### config.mk
export PLATFORM = sky130hd
export DESIGN_NAME = writeback_stage
export DESIGN_NICKNAME = d
export VERILOG_FILES = /design/src/rtl/writeback_stage.sv
export SDC_FILE = /design/constraint.sdc
export NUM_CORES = 1
export LEC_CHECK = 0
export ABC_AREA = 0
export CORE_MARGIN = 2
export CORE_UTILIZATION = 48
export CTS_CLUSTER_SIZE = 25
export DETAILED_ROUTE_END_ITERATION = 6
export GPL_TIMING_DRIVEN = 0
export HOLD_SLACK_MARGIN = 0.06
export PLACE_DENSITY = 0.82
export SLEW_MARGIN = 20
export SYNTH_ARGS = -nofsm -noshare
export SYNTH_HDL_FRONTEND = slang
export SYNTH_SLANG_ARGS = --single-unit
### constraint.sdc
create_clock -name clock -period 2.35 [get_ports clock]
set_clock_uncertainty 0.1 [all_clocks]
set_input_delay 0.235 -clock clock [delete_from_list [all_inputs] [get_ports clock]]
set_output_delay 0.235 -clock clock [all_outputs]
set_load 0.02 [all_outputs]
### src/rtl/writeback_stage.sv
// ---------------------------------------------------------------------------
// writeback_stage
//
// Final pipeline stage of the MIPS core, sitting directly in front of the
// register file. It holds one instruction handed over by the memory stage,
// waits for the data-SRAM response when that instruction is a load, aligns
// and extends the load data, and drives the register-file write port. It also
// tells decode which register it is about to write and whether the value can
// be forwarded yet.
//
// Parameters:
//   PC_RESET            value of the held PC after reset
//
// Ports:
//   clock               core clock, all state updates on posedge
//   reset_n             asynchronous active-low reset
//   ms_to_ws_valid      memory stage presents an instruction
//   ws_allow_in         stage can accept an instruction this cycle
//   ms_pc/ms_dest/ms_result/ms_load_op/ms_addr_low
//                       instruction fields from the memory stage
//   data_data_ok        data-SRAM response strobe for the held load
//   data_rdata          raw load word
//   rf_write_*          register-file write port (enable, address, strobe, data)
//   ws_bypass_valid     held instruction writes a register with final data
//   ws_bypass_dest      destination of the held instruction (0 when empty)
//   ws_load_pending     held load still waiting for data_data_ok
//
// Optional feature (macro WRITEBACK_DEBUG_TRACE_EN):
//   debug_wb_pc, debug_wb_rf_wen, debug_wb_rf_wnum, debug_wb_rf_wdata trace
//   ports plus debug_retired_count, a wrapping count of retired instructions.
// ---------------------------------------------------------------------------
module writeback_stage #(
    parameter logic [31:0] PC_RESET = 32'hBFC0_0000
) (
    input  logic        clock,
    input  logic        reset_n,
    input  logic        ms_to_ws_valid,
    output logic        ws_allow_in,
    input  logic [31:0] ms_pc,
    input  logic [4:0]  ms_dest,
    input  logic [31:0] ms_result,
    input  logic [2:0]  ms_load_op,
    input  logic [1:0]  ms_addr_low,
    input  logic        data_data_ok,
    input  logic [31:0] data_rdata,
    output logic        rf_write_enabled,
    output logic [4:0]  rf_write_address,
    output logic [3:0]  rf_write_strobe,
    output logic [31:0] rf_write_data,
    output logic        ws_bypass_valid,
    output logic [4:0]  ws_bypass_dest,
    output logic        ws_load_pending
`ifdef WRITEBACK_DEBUG_TRACE_EN
    ,
    output logic [31:0] debug_wb_pc,
    output logic [3:0]  debug_wb_rf_wen,
    output logic [4:0]  debug_wb_rf_wnum,
    output logic [31:0] debug_wb_rf_wdata,
    output logic [31:0] debug_retired_count
`endif
);

    localparam logic [2:0] OP_NONE = 3'd0;
    localparam logic [2:0] OP_LB   = 3'd1;
    localparam logic [2:0] OP_LBU  = 3'd2;
    localparam logic [2:0] OP_LH   = 3'd3;
    localparam logic [2:0] OP_LHU  = 3'd4;
    localparam logic [2:0] OP_LW   = 3'd5;
    localparam logic [2:0] OP_LWL  = 3'd6;
    localparam logic [2:0] OP_LWR  = 3'd7;

    logic        ws_valid_q, ws_valid_d;
    logic [31:0] pc_q, pc_d;
    logic [4:0]  dest_q, dest_d;
    logic [31:0] result_q, result_d;
    logic [2:0]  load_op_q, load_op_d;
    logic [1:0]  addr_low_q, addr_low_d;
    logic        data_captured_q, data_captured_d;
    logic [31:0] data_buf_q, data_buf_d;

    logic        ws_ready_go;
    logic        is_load;
    logic [31:0] load_word;
    logic [31:0] byte_shift;
    logic [31:0] half_shift;
    logic [3:0]  strobe_raw;
    logic [31:0] data_raw;

    assign is_load     = (load_op_q != OP_NONE);
    assign ws_ready_go = !is_load | data_captured_q | data_data_ok;
    assign ws_allow_in = !ws_valid_q | ws_ready_go;

    // Next-state logic. A load response is captured into the buffer first;
    // an acceptance on the same edge then overrides it, since a new entry
    // always starts with no captured data.
    always_comb begin
        ws_valid_d      = ws_valid_q;
        pc_d            = pc_q;
        dest_d          = dest_q;
        result_d        = result_q;
        load_op_d       = load_op_q;
        addr_low_d      = addr_low_q;
        data_captured_d = data_captured_q;
        data_buf_d      = data_buf_q;

        if (ws_valid_q && is_load && data_data_ok && !data_captured_q) begin
            data_buf_d      = data_rdata;
            data_captured_d = 1'b1;
        end

        if (ws_allow_in && ms_to_ws_valid) begin
            ws_valid_d      = 1'b1;
            pc_d            = ms_pc;
            dest_d          = ms_dest;
            result_d        = ms_result;
            load_op_d       = ms_load_op;
            addr_low_d      = ms_addr_low;
            data_captured_d = 1'b0;
        end else if (ws_allow_in) begin
            ws_valid_d = 1'b0;
        end
    end

    always_ff @(posedge clock or negedge reset_n) begin
        if (!reset_n) begin
            ws_valid_q      <= 1'b0;
            pc_q            <= PC_RESET;
            dest_q          <= 5'd0;
            result_q        <= 32'd0;
            load_op_q       <= OP_NONE;
            addr_low_q      <= 2'd0;
            data_captured_q <= 1'b0;
            data_buf_q      <= 32'd0;
        end else begin
            ws_valid_q      <= ws_valid_d;
            pc_q            <= pc_d;
            dest_q          <= dest_d;
            result_q        <= result_d;
            load_op_q       <= load_op_d;
            addr_low_q      <= addr_low_d;
            data_captured_q <= data_captured_d;
            data_buf_q      <= data_buf_d;
        end
    end

    // Load alignment. The live response is preferred so a load can write in
    // the same cycle its data arrives; the buffer covers a held response.
    // For LWL/LWR, ~addr_low equals 3-addr_low, giving the merge shift.
    assign load_word  = data_data_ok ? data_rdata : data_buf_q;
    assign byte_shift = load_word >> {addr_low_q, 3'b000};
    assign half_shift = load_word >> {addr_low_q[1], 4'b0000};

    always_comb begin
        strobe_raw = 4'b1111;
        data_raw   = result_q;
        case (load_op_q)
            OP_LB:   data_raw = {{24{byte_shift[7]}}, byte_shift[7:0]};
            OP_LBU:  data_raw = {24'd0, byte_shift[7:0]};
            OP_LH:   data_raw = {{16{half_shift[15]}}, half_shift[15:0]};
            OP_LHU:  data_raw = {16'd0, half_shift[15:0]};
            OP_LW:   data_raw = load_word;
            OP_LWL: begin
                data_raw   = load_word << {~addr_low_q, 3'b000};
                strobe_raw = 4'b1111 << ~addr_low_q;
            end
            OP_LWR: begin
                data_raw   = load_word >> {addr_low_q, 3'b000};
                strobe_raw = 4'b1111 >> addr_low_q;
            end
            default: data_raw = result_q;
        endcase
    end

    // LWL/LWR only merge part of a register, so decode must stall on them
    // rather than forward the partial value.
    assign rf_write_enabled = ws_valid_q & ws_ready_go & (dest_q != 5'd0);
    assign rf_write_address = dest_q;
    assign rf_write_strobe  = rf_write_enabled ? strobe_raw : 4'b0000;
    assign rf_write_data    = data_raw;
    assign ws_bypass_valid  = rf_write_enabled & (load_op_q != OP_LWL) & (load_op_q != OP_LWR);
    assign ws_bypass_dest   = ws_valid_q ? dest_q : 5'd0;
    assign ws_load_pending  = ws_valid_q & is_load & !data_captured_q & !data_data_ok;

`ifdef WRITEBACK_DEBUG_TRACE_EN
    logic [31:0] retired_count_q, retired_count_d;

    // Count one retirement per instruction leaving the stage; wraps naturally.
    always_comb begin
        retired_count_d = retired_count_q;
        if (ws_valid_q && ws_ready_go) begin
            retired_count_d = retired_count_q + 32'd1;
        end
    end

    always_ff @(posedge clock or negedge reset_n) begin
        if (!reset_n) begin
            retired_count_q <= 32'd0;
        end else begin
            retired_count_q <= retired_count_d;
        end
    end

    assign debug_wb_pc         = pc_q;
    assign debug_wb_rf_wen     = rf_write_strobe;
    assign debug_wb_rf_wnum    = rf_write_address;
    assign debug_wb_rf_wdata   = rf_write_data;
    assign debug_retired_count = retired_count_q;
`else
    // Without the trace ports the held PC has no consumer.
    logic unused_pc;
    assign unused_pc = ^pc_q;
`endif

endmodule

==> impl_metrics.yaml, run 1 <==
outcome:
  status: "complete, but fails checks"
  violations: "setup timing"
setup_path:
  crit_family: "compound AO/OA/AOI/OAI gates"
  r2r_slack_ns: 0.06
  criticalPathCategory: "register to output port"
  cp.required_ns: 2.02
  worst-path-buf-inv: 3
  cp-end-kind: "output port"
  slowest_delay_ns: 0.51
  path_cells: "buf_6 > nand2b_4 > clkbuf_16 > a22o_4 > a222oi_1 > a21oi_1 > buf_4"
  worstPathArrival_ns: 2.38
  startpoint_type: "register"
  path_max_fanout: 5
  slowest_stage: "a222oi_1"
placed_design:
  hpwl_um: 14400
  place_congestion: 1.01
  io_buffers: 126
  post-place-ws_ns: -1.12
sta:
  rsz0062_at_grt: "yes"
  setup_viol: 32
  finalCritPeriodShare: 1.16
  layout_setup_ws_ns: -0.366
  hold_slack_ns: 0.270
  tightestPinTransition_ns: 0.528
  drv_slew: 0
  min_period_ns: 2.72
  max-slew-margin-rel: 0.648
  fmax_mhz: 368
  final_hold_viol_count: 0
detailed_routing:
  antenna_left: 0
  firstDrtPassIters: 5
  routedWlPerCell_um: 24.7
  via_count: 5452
  drc: 0
  drtIter0Drc: 540
  finalWirelength_um: 20800
  vias_per_cell: 6.45
die:
  chipHeight_um: 107
  initial_core_util: 0.496
  coreArea_sq_um: 10300
  die_area_sq_um: 11500
  die_w_um: 107
  row_count: 37
  pin_count: 160
cells_and_area:
  multi_input_area_sq_um: 3640
  drive_gt1_frac: 0.454
  fillers: 648
  final_util: 0.777
  nNetsFinal: 814
  syn2layout_area_growth_pct: 56.7
  register_area_sq_um: 1910
  antenna_cells: 0
global_routing:
  grt_pass1_vias: 5589
  grt_start_max_net_pins: 40
  overflow: 0
  grt_pass1_wl_um: 30900
  antenna_found_initial: 0
  global_route.usage.total: 0.361
power:
  p_leak_nw: 3.28
  peakVddDrop_uv: 685
  power_density_nw_per_um2: 961
cts:
  cts.path.max_buffers: 2
  cts_root_buffer: "clkbuf_8"
  cts_buffers: 9
  cts.reportedPaths.clkPinSlew_ns: 0.08
  cts.sinks: 76
  h-tree-depth: 3
  tritoncts: "built"
  insertion_delay_ns: 0.36
hold_path:
  min_path_type: "primary input to async pin"
synthesis:
  syn_inst: 523
  syn-cell-area_sq_um: 5120
  syn_area_per_cell_sq_um: 9.79
  synthArstFlopShare: 1.00
  synth_nets: 633
  synth-edff-count: 0
  yosys_warnings: 0
  yosysUniqueCellTypes: 55
  ys_seq_elements: 76
  yosys_most_used_dff: "dfrtp_1"
  yosysSeqAreaShare: 0.371
run:
  cap_violations: 0
==> layer usage <==
metal  track usage  share of wire  up-vias
li1              -              -     2358
met4         0.185          0.047        0
met2         0.572           0.47      356
met5             0              0        -
met3        0.0854          0.086       71
met1         0.458           0.40     2667
==> registers in the layout, summed over array words and instances, names as in the netlist <==
signal / count
load_op_q: 3
data_captured_q: 1
addr_low_q: 2
rf_write_address: 5
data_buf_q: 32
result_q: 32
ws_valid_q: 1
==> path summary, 6_finish.rpt <==
kind,endpoint,start,cells after the start
max,rf_write_data[6],load_op_q[0],7
min,data_buf_q[18],reset_n,2
min in group clock,rf_write_address[4],ms_dest[4],2
max in group asynchronous,result_q[16],reset_n,3
max reg2reg,data_buf_q[9],load_op_q[1],6
min reg2reg,data_buf_q[8],data_buf_q[8],1
==> layout by cell type (no fill, tap or decap), types with 4 or more instances in the layout <==
| cell type | synthesis | layout |
|---|---|---|
| nand2b_4 | 0 | 4 |
| and2_1 | 7 | 7 |
| a221oi_2 | 0 | 9 |
| nand2_1 | 29 | 25 |
| clkdlybuf4s50_1 | 0 | 85 |
| a31oi_1 | 16 | 7 |
| mux2i_1 | 26 | 11 |
| clkbuf_8 | 0 | 15 |
| a41oi_2 | 0 | 4 |
| buf_6 | 4 | 31 |
| nor2_1 | 41 | 38 |
| a21oi_1 | 33 | 26 |
| o21ai_1 | 1 | 4 |
| mux2i_4 | 0 | 12 |
| buf_2 | 9 | 14 |
| buf_4 | 4 | 54 |
| nand2b_1 | 11 | 6 |
| inv_1 | 13 | 13 |
| o22ai_1 | 19 | 16 |
| mux2_2 | 91 | 91 |
| a22oi_1 | 9 | 8 |
| dfrtp_1 | 76 | 73 |
| o21ai_0 | 15 | 11 |
| o211ai_1 | 6 | 6 |
| a31oi_4 | 0 | 7 |
| nor2b_1 | 6 | 4 |
| a21oi_2 | 0 | 4 |
| o22a_1 | 5 | 5 |
| a222oi_1 | 6 | 6 |
| clkbuf_2 | 0 | 12 |
==> stage by stage <==
stage          std cells  setup TNS [ns]  power [mW]  area [sq um]
2_1_floorplan        523          -0.279        3.98          5150
3_3_place_gp         785         -157.77        5.40          6580
3_5_place_dp         786          -38.11        5.46          6600
4_1_cts              824          -12.05        7.22          7610
5_1_grt              845          -11.43        7.98          8030
6_report             845           -8.86        7.71          8030
==> logic make-up after synthesis <==
logic type	after synthesis	synth area share
buf+inv	57	0.0528
flops	76	0.371
compound gates	152	0.205
simple gates	120	0.119
mux	117	0.251
xor+xnor	1	0.00171
==> what timing repair did <==
action / in CTS / in global routing
setup endpoints to repair: 54 / 40
hold buffers: 1 / 0
resized for setup: 305 / 93
setup buffers: 25 / 23
pin swaps: 19 / 25
hold endpoints to repair: 38 / 0
cloned: 2 / 0
==> layout make-up <==
class / count / share of cell area
plain buffers: 36 / 0.0410
clock buffers: 12 / 0.0193
clock inverters: 4 / 0.0118
inverters: 13 / 0.00608
multi-input cells: 390 / 0.453
flip-flops and latches: 76 / 0.237
well taps: 136 / 0.0212
repair buffers: 178 / 0.210
==> where the power goes <==
group          switching, mW  internal (mW)  leakage, nW
Sequential             0.283           1.67        0.886
Clock                  0.507          0.763        0.127
Combinational           2.37           2.13         2.27
Total                   3.16           4.55         3.28
==> cells in the mapped netlist, types with 6 or more instances <==
master,count,area [sq um]
a22oi_1,9,67.6
mux2i_1,26,260
inv_1,13,48.8
a221oi_1,13,114
a222oi_1,6,60.1
a31oi_1,16,100
clkbuf_1,25,93.8
a41oi_1,6,52.6
dfrtp_1,76,1900
o21ai_0,15,75.1
a21oi_1,33,165
mux2_2,91,1020
o22ai_1,19,119
buf_2,9,45.0
nand2_1,29,109
and2_1,7,43.8
o211ai_1,6,45.0
nor2b_1,6,37.5
nor2_1,41,154
nand2b_1,11,68.8
No activity file was read; power rests on OpenSTA's default activity.
==> run 2: changes to the inputs <==
--- a/config.mk
+++ b/config.mk
@@ -6,7 +6,7 @@
 export NUM_CORES = 1
 export LEC_CHECK = 0
 export ABC_AREA = 0
-export CORE_MARGIN = 2
+export CORE_MARGIN = 8
 export CORE_UTILIZATION = 48
 export CTS_CLUSTER_SIZE = 25
 export DETAILED_ROUTE_END_ITERATION = 6
==> run 2 against run 1 <==
The run ends with DRC, setup timing left. Register-to-register slack lost 0.09 ns. Clock power fell by 10%. Power up 1.5%. Utilization rose by 1.9 points. Sequential share of layout area fell by 0.55 points. Final area up 2.4%. Critical path type unchanged. Largest cell class unchanged. Largest power group unchanged.
==> impl_metrics.yaml, run 2 (synthesis results as in run 1) <==
cells_and_area:
  fillers: 630
  multi_input_area_sq_um: 3700
  final_util: 0.797
  nNetsFinal: 822
  antenna_cells: 0
  drive_gt1_frac: 0.487
  final_common_cell: "mux2_2"
  mostFrequentLayoutCells: "mux2_2, clkdlybuf4s50_1, dfrtp_1"
  register_area_sq_um: 1910
  syn2layout_area_growth_pct: 60.6
detailed_routing:
  vias_per_cell: 6.53
  routedWlPerCell_um: 26.7
  via_count: 5570
  firstDrtPassIters: 7
  antenna_left: 0
  drc: 1
  drtIter0Drc: 565
  finalWirelength_um: 22800
global_routing:
  grt_start_max_net_pins: 41
  global_route.usage.total: 0.295
  overflow: 0
  grt_pass1_vias: 5610
  grt_pass1_wl_um: 32600
  antenna_found_initial: 0
cts:
  cts.path.max_buffers: 2
  cts.sinks: 76
  tritoncts: "built"
  insertion_delay_ns: 0.38
  h-tree-depth: 3
  cts_root_buffer: "clkbuf_8"
  cts_buffers: 9
  cts.reportedPaths.clkPinSlew_ns: 0.07
sta:
  final_hold_viol_count: 0
  tightestPinTransition_ns: 0.630
  setup_viol: 53
  tns_ns: -10.59
  min_period_ns: 2.85
  drv_slew: 0
  fmax_mhz: 351
  rsz0062_at_grt: "yes"
  finalCritPeriodShare: 1.21
  layout_setup_ws_ns: -0.497
  max-slew-margin-rel: 0.580
die:
  die_w_um: 119
  pin_count: 160
  initial_core_util: 0.496
  chipHeight_um: 119
  coreArea_sq_um: 10300
  die_area_sq_um: 14200
  row_count: 37
setup_path:
  cp-end-kind: "output port"
  criticalPathCategory: "register to output port"
  cp.required_ns: 2.02
  path_max_fanout: 6
  worstPathArrival_ns: 2.51
  startpoint_type: "register"
power:
  peakVddDrop_uv: 628
  power_density_nw_per_um2: 951
  p_leak_nw: 3.35
outcome:
  status: "complete, but fails checks"
  violations: "DRC, setup timing"
placed_design:
  hpwl_um: 15500
  place_congestion: 0.956
  io_buffers: 126
run:
  cap_violations: 0
hold_path:
  min_path_type: "primary input to async pin"
run 2: cell count changes in the layout (fill, tap and decap cells not counted), sizes merged:
cell          previous run  this run
dlymetal6s2s             2         0
dlygate4sd2              0         2
clkinv                   1         3
bufinv                   3         2
buf                    105       112
run 2: power breakdown:
part	switching (mW)	internal [mW]
Clock	0.518	0.622
Sequential	0.270	1.67
Combinational	2.49	2.25
Total	3.28	4.54
run 2: routing by layer:
layer	up-vias	global-route usage	wire length (um)
li1	2366	-	-
met1	2744	0.357	8900
met2	376	0.482	10700
met3	84	0.0827	2070
met4	0	0.133	1090
met5	-	0	0
run 2: worst max-delay path, stage by stage (launching register included):
cell and delay, ns:
dfrtp_2 0.49, clkbuf_16 0.18, and3b_2 0.23, nand2_1 0.19, inv_1 0.15, a222oi_1 0.57, a31oi_4 0.16, buf_6 0.16
run 2: worst paths after layout:
check / startpoint / end / slack [ns] / cells past startpoint
min in group clock: ms_result[29] / result_q[29] / 0.36 / 2
max: load_op_q[2] / rf_write_data[23] / -0.50 / 7
max reg2reg: load_op_q[2] / data_buf_q[16] / -0.03 / 7
min reg2reg: data_buf_q[25] / data_buf_q[25] / 0.41 / 1
max in group asynchronous: reset_n / data_buf_q[0] / 1.30 / 3
min: reset_n / rf_write_address[0] / 0.26 / 2
run 2: repair_timing:
action / 4_1_cts / 5_1_grt
setup endpoints to repair: 74 / 62
buffers inserted: 30 / 25
gates cloned: 2 / 3
gates resized for setup: 343 / 108
endpoints found under the hold margin: 36 / 0
pin swaps: 17 / 34
hold buffers: 1 / 0
run 2: per-stage QoR:
stage | hold WS, ns | cell area, sq um | std cells | power [mW] | setup slack [ns]
6_report | 0.265 | 8220 | 853 | 7.82 | -0.497
5_1_grt | 0.305 | 8220 | 853 | 8.07 | -0.509
4_1_cts | 0.265 | 7560 | 829 | 7.10 | -0.485
3_5_place_dp | 0.135 | 6600 | 786 | 5.49 | -1.04
3_3_place_gp | 0.385 | 6580 | 785 | 5.43 | -1.58
2_1_floorplan | -0.161 | 5150 | 523 | 3.98 | -0.0646
run 2: final cells by class:
class                      count  share of cell area
clock buffer                  11              0.0172
clock inverter                 5             0.00913
buffer                        37              0.0499
timing repair buffer         185               0.216
inverter                      13             0.00593
tap                          136              0.0207
multi-input combinational    390               0.450
sequential                    76               0.232
